==> config.mk <==
export PLATFORM = sky130hd
export DESIGN_NAME = load_store_unit_flat
export DESIGN_NICKNAME = d
export VERILOG_FILES = /design/src/rtl/lsu_pkg.sv /design/src/rtl/load_store_unit_if.sv /design/src/rtl/lsu_lane.sv /design/src/rtl/load_store_unit.sv /design/src/flat_wrapper.sv
export SDC_FILE = /design/constraint.sdc
export NUM_CORES = 1
export LEC_CHECK = 0
export CELL_PAD_IN_SITES_DETAIL_PLACEMENT = 0
export CELL_PAD_IN_SITES_GLOBAL_PLACEMENT = 1
export CORE_MARGIN = 2
export CORE_UTILIZATION = 33
export DETAILED_ROUTE_END_ITERATION = 10
export GPL_TIMING_DRIVEN = 1
export PLACE_DENSITY_LB_ADDON = 0.1
export SLEW_MARGIN = 10
export SYNTH_ARGS = -nofsm -noshare
export SYNTH_HDL_FRONTEND = slang
export SYNTH_SLANG_ARGS = --single-unit
==> constraint.sdc <==
create_clock -name Clk -period 6.7 [get_ports Clk]
set_clock_uncertainty 0.15 [all_clocks]
set_input_delay 2.01 -clock Clk [delete_from_list [all_inputs] [get_ports Clk]]
set_output_delay 2.01 -clock Clk [all_outputs]
set_load 0.1 [all_outputs]
==> src/rtl/lsu_pkg.sv <==
// Shared definitions for the load/store unit: op and state encodings,
// width constants and small op-class helpers.
package lsu_pkg;

    localparam int DATA_W = 32;
    localparam int CNT_W  = 3;

    typedef enum logic [2:0] {
        OP_LB  = 3'd0,
        OP_LBU = 3'd1,
        OP_LH  = 3'd2,
        OP_LHU = 3'd3,
        OP_LW  = 3'd4,
        OP_SB  = 3'd5,
        OP_SH  = 3'd6,
        OP_SW  = 3'd7
    } op_e;

    typedef enum logic [1:0] {
        S_IDLE = 2'd0,
        S_RD   = 2'd1,
        S_WR   = 2'd2,
        S_RESP = 2'd3
    } state_e;

    function automatic logic is_load(op_e op);
        return op inside {OP_LB, OP_LBU, OP_LH, OP_LHU, OP_LW};
    endfunction

endpackage

==> src/rtl/load_store_unit_if.sv <==
// Bundles for the load/store unit.
// lsu_req_if: CPU request/response (master = CPU, slave = LSU).
// lsu_mem_if: word memory bus (master = LSU, slave = memory).
interface lsu_req_if
    import lsu_pkg::*;
#(
    parameter int ADDR_W = 32
);
    logic              Req;
    logic [2:0]        Op;
    logic [ADDR_W-1:0] Addr;
    logic [DATA_W-1:0] WData;
    logic              Ready;
    logic              Done;
    logic [DATA_W-1:0] RData;
    logic              AlignErr;

    modport master (
        output Req, Op, Addr, WData,
        input  Ready, Done, RData, AlignErr
    );

    modport slave (
        input  Req, Op, Addr, WData,
        output Ready, Done, RData, AlignErr
    );
endinterface

interface lsu_mem_if
    import lsu_pkg::*;
#(
    parameter int ADDR_W = 32
);
    logic [ADDR_W-1:0] MemAddress;
    logic [DATA_W-1:0] MemDataIn;
    logic [DATA_W-1:0] MemDataOut;
    logic              MemRead;
    logic              MemWrite;

    modport master (
        output MemAddress, MemDataIn, MemRead, MemWrite,
        input  MemDataOut
    );

    modport slave (
        input  MemAddress, MemDataIn, MemRead, MemWrite,
        output MemDataOut
    );
endinterface

==> src/rtl/lsu_lane.sv <==
// Combinational big-endian lane logic: extract/extend for loads and
// lane merge for sub-word stores. Ports: op, lane, word, wdata in;
// load_data, merged out. Byte lane k sits at bits [31-8k -: 8].
module lsu_lane
    import lsu_pkg::*;
(
    input  op_e               op,
    input  logic [1:0]        lane,
    input  logic [DATA_W-1:0] word,
    input  logic [DATA_W-1:0] wdata,
    output logic [DATA_W-1:0] load_data,
    output logic [DATA_W-1:0] merged
);

    logic [7:0]  byte_v;
    logic [15:0] half_v;

    always_comb begin
        byte_v = word[31:24];
        unique case (lane)
            2'd0: byte_v = word[31:24];
            2'd1: byte_v = word[23:16];
            2'd2: byte_v = word[15:8];
            2'd3: byte_v = word[7:0];
            default: byte_v = word[31:24];
        endcase
        half_v = lane[1] ? word[15:0] : word[31:16];
    end

    always_comb begin
        load_data = word;
        unique case (op)
            OP_LB:   load_data = {{24{byte_v[7]}}, byte_v};
            OP_LBU:  load_data = {24'd0, byte_v};
            OP_LH:   load_data = {{16{half_v[15]}}, half_v};
            OP_LHU:  load_data = {16'd0, half_v};
            default: load_data = word;
        endcase
    end

    always_comb begin
        merged = word;
        unique case (op)
            OP_SB: begin
                unique case (lane)
                    2'd0: merged = {wdata[7:0], word[23:0]};
                    2'd1: merged = {word[31:24], wdata[7:0], word[15:0]};
                    2'd2: merged = {word[31:16], wdata[7:0], word[7:0]};
                    2'd3: merged = {word[31:8], wdata[7:0]};
                    default: merged = word;
                endcase
            end
            OP_SH: begin
                if (lane[1])
                    merged = {word[31:16], wdata[15:0]};
                else
                    merged = {wdata[15:0], word[15:0]};
            end
            OP_SW:   merged = wdata;
            default: merged = word;
        endcase
    end

endmodule

==> src/rtl/load_store_unit.sv <==
// MEM-stage load/store unit driving a word-wide data memory.
// Ports: Clk, Reset (async, active-high); req (lsu_req_if.slave):
// Req/Op/Addr/WData in, Ready/Done/RData/AlignErr out; mem
// (lsu_mem_if.master): MemAddress/MemDataIn/MemRead/MemWrite out,
// MemDataOut in. Sub-word stores are read-modify-write.
// Optional macro LSU_ALIGN_CHECK_EN: misaligned requests skip memory
// and complete with AlignErr; otherwise low address bits are ignored.
module load_store_unit
    import lsu_pkg::*;
#(
    parameter int MEM_RD_LAT = 1,
    parameter int ADDR_W     = 32
)(
    input  logic      Clk,
    input  logic      Reset,
    lsu_req_if.slave  req,
    lsu_mem_if.master mem
);

    localparam logic [CNT_W-1:0] RD_LAST = CNT_W'(MEM_RD_LAT - 1);

    state_e            state_q;
    state_e            state_d;
    logic [CNT_W-1:0]  cnt_q;
    op_e               op_q;
    logic [1:0]        lane_q;
    logic [DATA_W-1:0] wdata_q;
    logic [ADDR_W-1:0] addr_q;
    logic [DATA_W-1:0] data_q;
    logic [DATA_W-1:0] rdata_q;
    logic [DATA_W-1:0] lane_load;
    logic [DATA_W-1:0] lane_merged;
    op_e               req_op;
    logic              accept;
    logic              rd_last;
    logic              misalign;

    assign req_op  = op_e'(req.Op);
    assign accept  = req.Req && (state_q == S_IDLE);
    assign rd_last = (state_q == S_RD) && (cnt_q == RD_LAST);

`ifdef LSU_ALIGN_CHECK_EN
    logic err_q;

    always_comb begin
        misalign = 1'b0;
        unique case (req_op)
            OP_LH, OP_LHU, OP_SH: misalign = req.Addr[0];
            OP_LW, OP_SW:         misalign = |req.Addr[1:0];
            default:              misalign = 1'b0;
        endcase
    end

    always_ff @(posedge Clk or posedge Reset) begin
        if (Reset)
            err_q <= 1'b0;
        else if (accept)
            err_q <= misalign;
    end

    assign req.AlignErr = (state_q == S_RESP) && err_q;
`else
    assign misalign     = 1'b0;
    assign req.AlignErr = 1'b0;
`endif

    lsu_lane u_lane (
        .op        (op_q),
        .lane      (lane_q),
        .word      (mem.MemDataOut),
        .wdata     (wdata_q),
        .load_data (lane_load),
        .merged    (lane_merged)
    );

    always_ff @(posedge Clk or posedge Reset) begin
        if (Reset)
            state_q <= S_IDLE;
        else
            state_q <= state_d;
    end

    always_comb begin
        state_d      = state_q;
        req.Ready    = 1'b0;
        req.Done     = 1'b0;
        mem.MemRead  = 1'b0;
        mem.MemWrite = 1'b0;
        unique case (state_q)
            S_IDLE: begin
                req.Ready = 1'b1;
                if (req.Req) begin
                    if (misalign)
                        state_d = S_RESP;
                    else if (req_op == OP_SW)
                        state_d = S_WR;
                    else
                        state_d = S_RD;
                end
            end
            S_RD: begin
                mem.MemRead = 1'b1;
                if (rd_last)
                    state_d = is_load(op_q) ? S_RESP : S_WR;
            end
            S_WR: begin
                mem.MemWrite = 1'b1;
                state_d      = S_RESP;
            end
            S_RESP: begin
                req.Done = 1'b1;
                state_d  = S_IDLE;
            end
            default: state_d = S_IDLE;
        endcase
    end

    // Address and write data are only touched at accept and at the
    // final read edge, so they stay stable across RD and WR.
    always_ff @(posedge Clk or posedge Reset) begin
        if (Reset) begin
            cnt_q   <= '0;
            op_q    <= OP_LB;
            lane_q  <= 2'd0;
            wdata_q <= '0;
            addr_q  <= '0;
            data_q  <= '0;
            rdata_q <= '0;
        end else begin
            if (accept) begin
                op_q    <= req_op;
                lane_q  <= req.Addr[1:0];
                wdata_q <= req.WData;
                cnt_q   <= '0;
                if (!misalign) begin
                    addr_q <= {req.Addr[ADDR_W-1:2], 2'b00};
                    if (req_op == OP_SW)
                        data_q <= req.WData;
                end
            end
            if (state_q == S_RD) begin
                cnt_q <= cnt_q + CNT_W'(1);
                if (rd_last) begin
                    if (is_load(op_q))
                        rdata_q <= lane_load;
                    else
                        data_q <= lane_merged;
                end
            end
        end
    end

    assign mem.MemAddress = addr_q;
    assign mem.MemDataIn  = data_q;
    assign req.RData      = rdata_q;

endmodule

==> src/flat_wrapper.sv <==
// flat-port wrapper written by rule: the top's interface ports become plain ports
module load_store_unit_flat import lsu_pkg::*;
#(
    parameter int MEM_RD_LAT = 1,
    parameter int ADDR_W     = 32
)
  (Clk, Reset, req_Req, req_Op, req_Addr, req_WData, req_Ready, req_Done, req_RData, req_AlignErr, mem_MemAddress, mem_MemDataIn, mem_MemRead, mem_MemWrite, mem_MemDataOut);
  lsu_req_if #(.ADDR_W(ADDR_W)) req_i ();
  lsu_mem_if #(.ADDR_W(ADDR_W)) mem_i ();
  input  logic Clk;
  input  logic Reset;
  input wire logic [$bits(req_i.Req)-1:0] req_Req;
  input wire logic [$bits(req_i.Op)-1:0] req_Op;
  input wire logic [$bits(req_i.Addr)-1:0] req_Addr;
  input wire logic [$bits(req_i.WData)-1:0] req_WData;
  output wire logic [$bits(req_i.Ready)-1:0] req_Ready;
  output wire logic [$bits(req_i.Done)-1:0] req_Done;
  output wire logic [$bits(req_i.RData)-1:0] req_RData;
  output wire logic [$bits(req_i.AlignErr)-1:0] req_AlignErr;
  output wire logic [$bits(mem_i.MemAddress)-1:0] mem_MemAddress;
  output wire logic [$bits(mem_i.MemDataIn)-1:0] mem_MemDataIn;
  output wire logic [$bits(mem_i.MemRead)-1:0] mem_MemRead;
  output wire logic [$bits(mem_i.MemWrite)-1:0] mem_MemWrite;
  input wire logic [$bits(mem_i.MemDataOut)-1:0] mem_MemDataOut;
  assign req_i.Req = req_Req;
  assign req_i.Op = req_Op;
  assign req_i.Addr = req_Addr;
  assign req_i.WData = req_WData;
  assign req_Ready = req_i.Ready;
  assign req_Done = req_i.Done;
  assign req_RData = req_i.RData;
  assign req_AlignErr = req_i.AlignErr;
  assign mem_MemAddress = mem_i.MemAddress;
  assign mem_MemDataIn = mem_i.MemDataIn;
  assign mem_MemRead = mem_i.MemRead;
  assign mem_MemWrite = mem_i.MemWrite;
  assign mem_i.MemDataOut = mem_MemDataOut;
  load_store_unit #(.MEM_RD_LAT(MEM_RD_LAT), .ADDR_W(ADDR_W)) u_core (.Clk(Clk), .Reset(Reset), .req(req_i), .mem(mem_i));
endmodule
==> flow_metrics.tcl, run 1 <==
set metrics [dict create \
    critPathCaptureType "primary output" \
    maxUsedRoutingLayer "met4" \
    cp_slowest_cell "clkdlybuf4s50_1" \
    start_util_pct 33.4 \
    rows 53 \
    drc 0 \
    setup_viol 0 \
    final.min_clock_period_ns 4.65 \
    synth.area.top_cells "dfrtp_1 49%, nand2_1 15%, a21oi_1 2.6%, a32oi_1 2.0%, buf_2 2.0%" \
    io_pins 203 \
    first_pass_iters 6 \
    synth_top_area_share_pct 48.6 \
    startpoint "u_core.state_q[1]$_DFFE_PP0P_" \
    grt_pass1_wl_um 36200 \
    die_h_um 150 \
    status "completed" \
    crit_required_ns 4.54 \
    max_freq_ghz 0.215 \
    min_path_type "reg2reg" \
    vias_per_cell 5.16 \
    rsz0062_at_grt "false" \
    avgSynthCellArea_sq_um 8.97 \
    grt_remaining_overflow 0 \
    crit_end "mem_MemRead" \
    die_area_sq_um 22400 \
    drt-met1-wl_um 10700 \
    wl_met2_um 10800 \
    worst_slack_ns 2.05 \
    syn2layout_area_growth_pct 38.0 \
    drv_cap 0 \
    slowest_delay_ns 1.21 \
    holdBufCountCts 0 \
    yosys.area.top_type "dfrtp_1" \
    worstSetupStartpointType "flop" \
    design.core.area_sq_um 21000 \
    dp_hpwl_um 16700 \
    grt_max_degree 114 \
    layout_commonest_cell "nand2_1" \
    ys_types 58 \
    tightest_slew_ns 1.06 \
    cts_max_level 4 \
    worst_ep_arrival_time_ns 2.49 \
    final_max_slew_viol_count 0 \
    die_x_um 150 \
    crit_chain "inv_1 > ha_1 > clkdlybuf4s50_1" \
    wire_per_inst_um 19.2 \
    ant_nets 0 \
    worstSetupPathType "reg2out" \
    relSlewSlack_pct 29.4 \
    clk_latency_ns 0.42 \
    r2r_slack_ns 4.12 \
    synthArstFlopShare_pct 100 \
    drt-initial-drc-count 422 \
    drive_gt1_share_pct 8.14 \
    post_cts_buffers 0 \
    gp_congestion 0.806 \
    synth_cells 781 \
    layout_common_cells "278 x nand2_1, 199 x clkdlybuf4s50_1, 136 x dfrtp_1" \
    ys.flop_type "dfrtp_1" \
    fin_crit_sh_pct 69.3 \
    r2r_cells 4 \
    dr_total_vias 6368 \
    clockRootBuffer "clkbuf_16" \
    synth.yosys.seq_area_share_pct 48.6 \
    post-place-ws_ns 2.18 \
    cts_tree "yes" \
    cts_resized 0 \
    clock_tree.buffer_depth 2 \
    met3_length_um 1720 \
    diodes 0 \
    io_buffers 199 \
    numCtsBuffers 17 \
    hold_viol 0 \
    syn_area_sq_um 7000 \
    clk_pin_slew_ns 0.06 \
    r2r_end "u_core.mem.MemDataIn[3]$_DFF_PP0_" \
    r2r_start "u_core.op_q[1]$_DFFE_PP0P_" \
    nets 1053 \
    antenna_found_initial 0 \
    grt_pass1_vias 6158 \
    crit_fanout 10 \
    finalWirelength_um 23600 \
    synth-edff-count 0 \
    tns_ns 0 \
    grt_usage_pct 21.3 \
    ys_seq_elements 136 \
    yosysWarningCount 0 \
    cts_sinks 136 \
]
## stage by stage
stage | hold WS, ns | area [sq um] | util, % | instances
finish | 0.326 | 9670 | 46.1 | 1233
global placement | 0.306 | 9020 | 43.1 | 1201
global route | 0.345 | 9670 | 46.1 | 1233
floorplan | 0.296 | 7010 | - | 783
detailed placement | 0.315 | 9020 | 43.1 | 1201
CTS | 0.329 | 9670 | 46.1 | 1233
## critical path, delay by kind of cell, from the launching register on
kind	cells	cell delay [ns]
buffers and inverters	2	1.30
DFF	1	0.41
adders and majority gates	1	0.35
## cells by family after synthesis
logic type | share of synthesized area [%]
muxes | 3.38
DFF | 48.6
xor gates and xnor gates | 0.125
buffers and inverters | 5.68
other | 0.0535
and+or+nand+nor | 23.8
AOI/OAI and AO/OA | 17.3
adders and majority gates | 1.07
## layout make-up
class / count / area [sq um]
fill: 2028 / 11300
sequential: 136 / 3400
multi-input combinational: 580 / 3210
timing repair buffer: 205 / 2040
clock buffer: 20 / 447
tap: 275 / 344
clock inverter: 12 / 198
inverter: 5 / 23.8
## Yosys cell counts, drive strengths merged, types with 2 or more instances
cell type / number
nand2: 282
dfrtp: 136
a21oi: 49
buf: 47
nor2: 33
o21ai: 32
a221oi: 16
a32oi: 16
clkbuf: 15
or3: 14
nand2b: 13
mux2i: 12
a22oi: 10
and3: 10
mux2: 10
a211oi: 9
a31oi: 9
nand3: 9
a221o: 8
a222oi: 8
nand3b: 8
ha: 6
and2: 5
inv: 5
and3b: 3
nor2b: 3
o31ai: 2
## worst min-delay path by stage
stage | end | cells after the start | startpoint | slack [ns]
after floorplan | u_core.wdata_q[16]$_DFFE_PP0P_ | 2 | u_core.wdata_q[16]$_DFFE_PP0P_ | 0.30
after global placement | u_core.mem.MemAddress[16]$_DFFE_PP0P_ | 2 | u_core.mem.MemAddress[16]$_DFFE_PP0P_ | 0.31
after detailed placement | u_core.wdata_q[28]$_DFFE_PP0P_ | 2 | u_core.wdata_q[28]$_DFFE_PP0P_ | 0.31
after CTS | u_core.mem.MemAddress[8]$_DFFE_PP0P_ | 2 | u_core.mem.MemAddress[8]$_DFFE_PP0P_ | 0.33
after global routing | u_core.lane_q[1]$_DFFE_PP0P_ | 2 | u_core.lane_q[1]$_DFFE_PP0P_ | 0.34
final | u_core.mem.MemAddress[16]$_DFFE_PP0P_ | 2 | u_core.mem.MemAddress[16]$_DFFE_PP0P_ | 0.33
## layer usage
| layer | global-route usage, % | up-vias |
|---|---|---|
| li1 | - | 3002 |
| met1 | 30.4 | 3068 |
| met2 | 32.4 | 265 |
| met3 | 4.88 | 33 |
| met4 | 6.32 | 0 |
| met5 | 0 | - |
## sequential cells by signal, summed over array words and instances, names as in the netlist
| signal | cells |
|---|---|
| u_core.op_q | 3 |
| u_core.wdata_q | 32 |
| u_core.mem.MemDataIn | 32 |
| u_core.state_q | 2 |
| u_core.mem.MemAddress | 30 |
| u_core.req.RData | 32 |
| u_core.cnt_q | 3 |
| u_core.lane_q | 2 |
Power of run 1 is left out: the tool's default activity adds up to more than one toggle a clock period on the data nets, which glitch-free logic cannot reach.
==> run 2: changes to the inputs <==
- clock period: 6.7 -> 4.4 ns (I/O delays scaled with it)
==> flow_metrics.tcl, run 2 (synthesis results as in run 1) <==
set metrics [dict create \
    grt_usage_pct 21.8 \
    tns_ns 0 \
    diodes 0 \
    first_pass_iters 5 \
    rsz0062_at_grt "false" \
    grt_pass1_wl_um 36900 \
    gp_congestion 0.831 \
    path_delay_family "buffers and inverters" \
    antenna_found_initial 0 \
    dp_hpwl_um 17500 \
    max_freq_ghz 0.291 \
    post_cts_buffers 0 \
    critPathBufInv 1 \
    worstSetupPathType "reg2out" \
    io_buffers 199 \
    wire_per_inst_um 19.3 \
    critPathCaptureType "primary output" \
    crit_chain "clkdlybuf4s50_1" \
    syn2layout_area_growth_pct 37.7 \
    cts_max_level 4 \
    die_x_um 150 \
    drt-initial-drc-count 440 \
    slowest_delay_ns 1.16 \
    fin_crit_sh_pct 78.2 \
    cp_slowest_cell "clkdlybuf4s50_1" \
    cts_resized 0 \
    ant_nets 0 \
    layout_common_cells "278 x nand2_1, 191 x clkdlybuf4s50_1, 136 x dfrtp_1" \
    drive_gt1_share_pct 9.65 \
    setup_viol 0 \
    grt_max_degree 74 \
    relSlewSlack_pct 30.8 \
    tightest_slew_ns 1.03 \
    cts_sinks 136 \
    dr_total_vias 6375 \
    start_util_pct 33.4 \
    numCtsBuffers 17 \
    vias_per_cell 5.15 \
    grt_pass1_vias 6341 \
    clockRootBuffer "clkbuf_16" \
    io_pins 203 \
    layout_commonest_cell "nand2_1" \
    min_path_type "reg2reg" \
    design.core.area_sq_um 21000 \
    finalWirelength_um 23900 \
    crit_fanout 2 \
    worstSetupStartpointType "flop" \
    drc 0 \
    final.min_clock_period_ns 3.44 \
    die_area_sq_um 22400 \
    status "completed" \
    cts_tree "yes" \
    worst_ep_arrival_time_ns 1.97 \
    die_h_um 150 \
    final_max_slew_viol_count 0 \
    rows 53 \
    clock_tree.buffer_depth 2 \
    drv_cap 0 \
    grt_remaining_overflow 0 \
    clk_latency_ns 0.43 \
    clk_pin_slew_ns 0.06 \
    hold_viol 0 \
    nets 1059 \
    crit_required_ns 2.93 \
    holdBufCountCts 0 \
]
run 2: changes by cell type in the layout (fill, tap and decap cells not counted):
| cell | previous run | this run |
|---|---|---|
| buf_4 | 6 | 19 |
| clkdlybuf4s50_1 | 199 | 191 |
| bufinv_16 | 5 | 2 |
| clkinvlp_4 | 2 | 5 |
| buf_12 | 0 | 1 |
| clkbuf_1 | 2 | 1 |
| clkinv_2 | 3 | 2 |
| clkinv_4 | 1 | 2 |
| inv_6 | 2 | 3 |
run 2: metrics by stage:
step / setup slack, ns / hold WS, ns / utilization, % / area, sq um / instances
3_5_place_dp: 0.945 / 0.312 / 43.2 / 9060 / 1207
6_report: 0.960 / 0.322 / 46.0 / 9650 / 1239
4_1_cts: 0.925 / 0.327 / 46.0 / 9650 / 1239
5_1_grt: 0.914 / 0.343 / 46.0 / 9650 / 1239
2_1_floorplan: 1.24 / 0.296 / - / 7020 / 783
3_3_place_gp: 1.02 / 0.308 / 43.2 / 9060 / 1207
run 2: layer usage:
metal	global-route usage (%)	wire, um
met5	0	0
met4	7.97	530
met3	4.30	1560
met2	34.5	11300
met1	29.7	10600
run 2: area by class of cell:
class	count	area, sq um
Inverter	5	22.5
Sequential cell	136	3400
Tap cell	275	344
Clock buffer	19	443
Multi-Input combinational cell	580	3210
Clock inverter	13	144
Fill cell	2022	11300
Timing Repair Buffer	211	2070
run 2: worst min-delay path: stages, from the launching register on:
cell and delay [ns]:
dfrtp_1 0.34, nand2_1 0.05, nand2_1 0.05
run 2: worst paths after layout:
path / startpoint / depth (start not counted) / slack, ns / to
setup / recovery: u_core.mem.MemDataIn[31]$_DFF_PP0_ / 1 / 0.96 / mem_MemDataIn[31]
hold / removal: u_core.mem.MemAddress[19]$_DFFE_PP0P_ / 2 / 0.32 / u_core.mem.MemAddress[19]$_DFFE_PP0P_
setup reg to reg: u_core.op_q[2]$_DFFE_PP0P_ / 5 / 1.54 / u_core.mem.MemDataIn[2]$_DFF_PP0_
hold reg to reg: u_core.mem.MemAddress[19]$_DFFE_PP0P_ / 2 / 0.32 / u_core.mem.MemAddress[19]$_DFFE_PP0P_
max in group asynchronous: Reset / 3 / 2.07 / u_core.req.RData[10]$_DFFE_PP0P_
min in group asynchronous: Reset / 2 / 1.21 / u_core.wdata_q[4]$_DFFE_PP0P_
Power of run 2 is left out for the same reason.
==> run 3: changes to the inputs <==
- CORE_UTILIZATION: 33 -> 32
- clock period: 4.4 -> 3.1 ns (I/O delays scaled with it)
==> flow_metrics.tcl, run 3 (synthesis results as in run 1) <==
set metrics [dict create \
    die_x_um 152 \
    stdcell_area_sq_um 9560 \
    grt_remaining_overflow 0 \
    hold_ws_ns 0.329 \
    hold_viol 0 \
    layout_common_cells "278 x nand2_1, 136 x dfrtp_1, 119 x buf_4" \
    num-fill-cells 2188 \
    drc 0 \
    cts_tree "yes" \
    vias_per_cell 5.14 \
    stdcell_count 1258 \
    cts_max_level 4 \
    grt_pass1_wl_um 38000 \
    holdBufCountCts 0 \
    drive_gt1_share_pct 20.2 \
    clock_tree.buffer_depth 2 \
    multi_input_area_sq_um 3210 \
    cts_sinks 136 \
    antenna_found_initial 0 \
    crit_fanout 7 \
    fin_crit_sh_pct 84.1 \
    worstSetupPathType "reg2out" \
    first_pass_iters 5 \
    setup_viol 0 \
    grt_max_degree 109 \
    io_pins 203 \
    clk_latency_ns 0.42 \
    rows 54 \
    drv_cap 0 \
    drt-initial-drc-count 592 \
    diodes 0 \
    crit_required_ns 2.02 \
    status "completed" \
    gp_congestion 0.795 \
    io_buffers 199 \
    wire_per_inst_um 19.4 \
    syn2layout_area_growth_pct 36.5 \
    dp_hpwl_um 18200 \
    nets 1073 \
    min_path_type "reg2reg" \
    design.core.area_sq_um 21600 \
    final_max_slew_viol_count 0 \
    worstSetupStartpointType "flop" \
    dr_total_vias 6463 \
    relSlewSlack_pct 50.3 \
    cts_resized 0 \
    finalWirelength_um 24400 \
    dp.cells 1226 \
    crit_chain "inv_1 > ha_1 > buf_12" \
    clk_pin_slew_ns 0.06 \
    die_area_sq_um 23100 \
    grt_pass1_vias 6323 \
    tightest_slew_ns 0.743 \
    final.min_clock_period_ns 2.61 \
    cp_slowest_cell "dfrtp_1" \
    slowest_delay_ns 0.42 \
    max_freq_ghz 0.383 \
    tns_ns 0 \
    layout_commonest_cell "nand2_1" \
    final-seq-area_sq_um 3400 \
    clockRootBuffer "clkbuf_16" \
    worst_ep_arrival_time_ns 1.53 \
    start_util_pct 32.4 \
    post_cts_buffers 0 \
    grt_usage_pct 21.2 \
    die_h_um 152 \
    critPathCaptureType "primary output" \
    numCtsBuffers 17 \
    ant_nets 0 \
    rsz0062_at_grt "false" \
    placed_area_sq_um 8990 \
]
[run 3: cell count changes in the layout (fill, tap and decap cells not counted)]
cell and delta:
inv_8 +1, clkbuf_8 -1, clkdlybuf4s50_1 -90, buf_12 +4
inv_6 +2, clkinv_4 +1, clkinvlp_4 -1, clkbuf_1 -1
buf_4 +100, bufinv_16 -1
[run 3: metal layers]
| metal | vias up | part of all wire [%] | GRT usage (%) | routed length, um |
|---|---|---|---|---|
| met3 | 18 | 6.5 | 5.31 | 1590 |
| met4 | 0 | 1.2 | 4.98 | 284 |
| met5 | - | 0 | 0 | 0 |
| li1 | 3051 | - | - | - |
| met1 | 3154 | 45 | 29.1 | 10900 |
| met2 | 240 | 48 | 33.7 | 11600 |
[run 3: area by class of cell]
| class | count | area share, % |
|---|---|---|
| timing repair buffer | 225 | 21.0 |
| clock buffer | 17 | 4.45 |
| tap | 280 | 3.66 |
| multi-input combinational | 580 | 33.6 |
| clock inverter | 15 | 1.50 |
| inverter | 5 | 0.235 |
| sequential | 136 | 35.6 |
[run 3: stage by stage]
stage               setup slack, ns  utilization [%]
floorplan                     0.327                -
global placement              0.352             41.6
detailed placement            0.327             41.6
CTS                           0.474             44.2
global route                  0.389             44.2
finish                        0.492             44.2
[run 3: worst max-delay path: cells and delay by family, from the launching register on]
family	cells	cell delay [ns]
adders and majority gates	1	0.37
buffers and inverters	2	0.32
DFF	1	0.42
[run 3: worst paths after layout]
check / to / cells past startpoint / startpoint / slack, ns
worst min-delay path: u_core.wdata_q[18]$_DFFE_PP0P_ / 2 / u_core.wdata_q[18]$_DFFE_PP0P_ / 0.33
worst min register to register: u_core.wdata_q[18]$_DFFE_PP0P_ / 2 / u_core.wdata_q[18]$_DFFE_PP0P_ / 0.33
worst max-delay path: req_Ready / 3 / u_core.state_q[0]$_DFFE_PP0P_ / 0.49
worst max register to register: u_core.mem.MemDataIn[3]$_DFF_PP0_ / 6 / u_core.state_q[1]$_DFFE_PP0P_ / 0.77
min in group asynchronous: u_core.mem.MemDataIn[4]$_DFF_PP0_ / 3 / Reset / 0.84
max in group asynchronous: u_core.req.RData[12]$_DFFE_PP0P_ / 3 / Reset / 1.43
Power of run 3 is left out for the same reason.
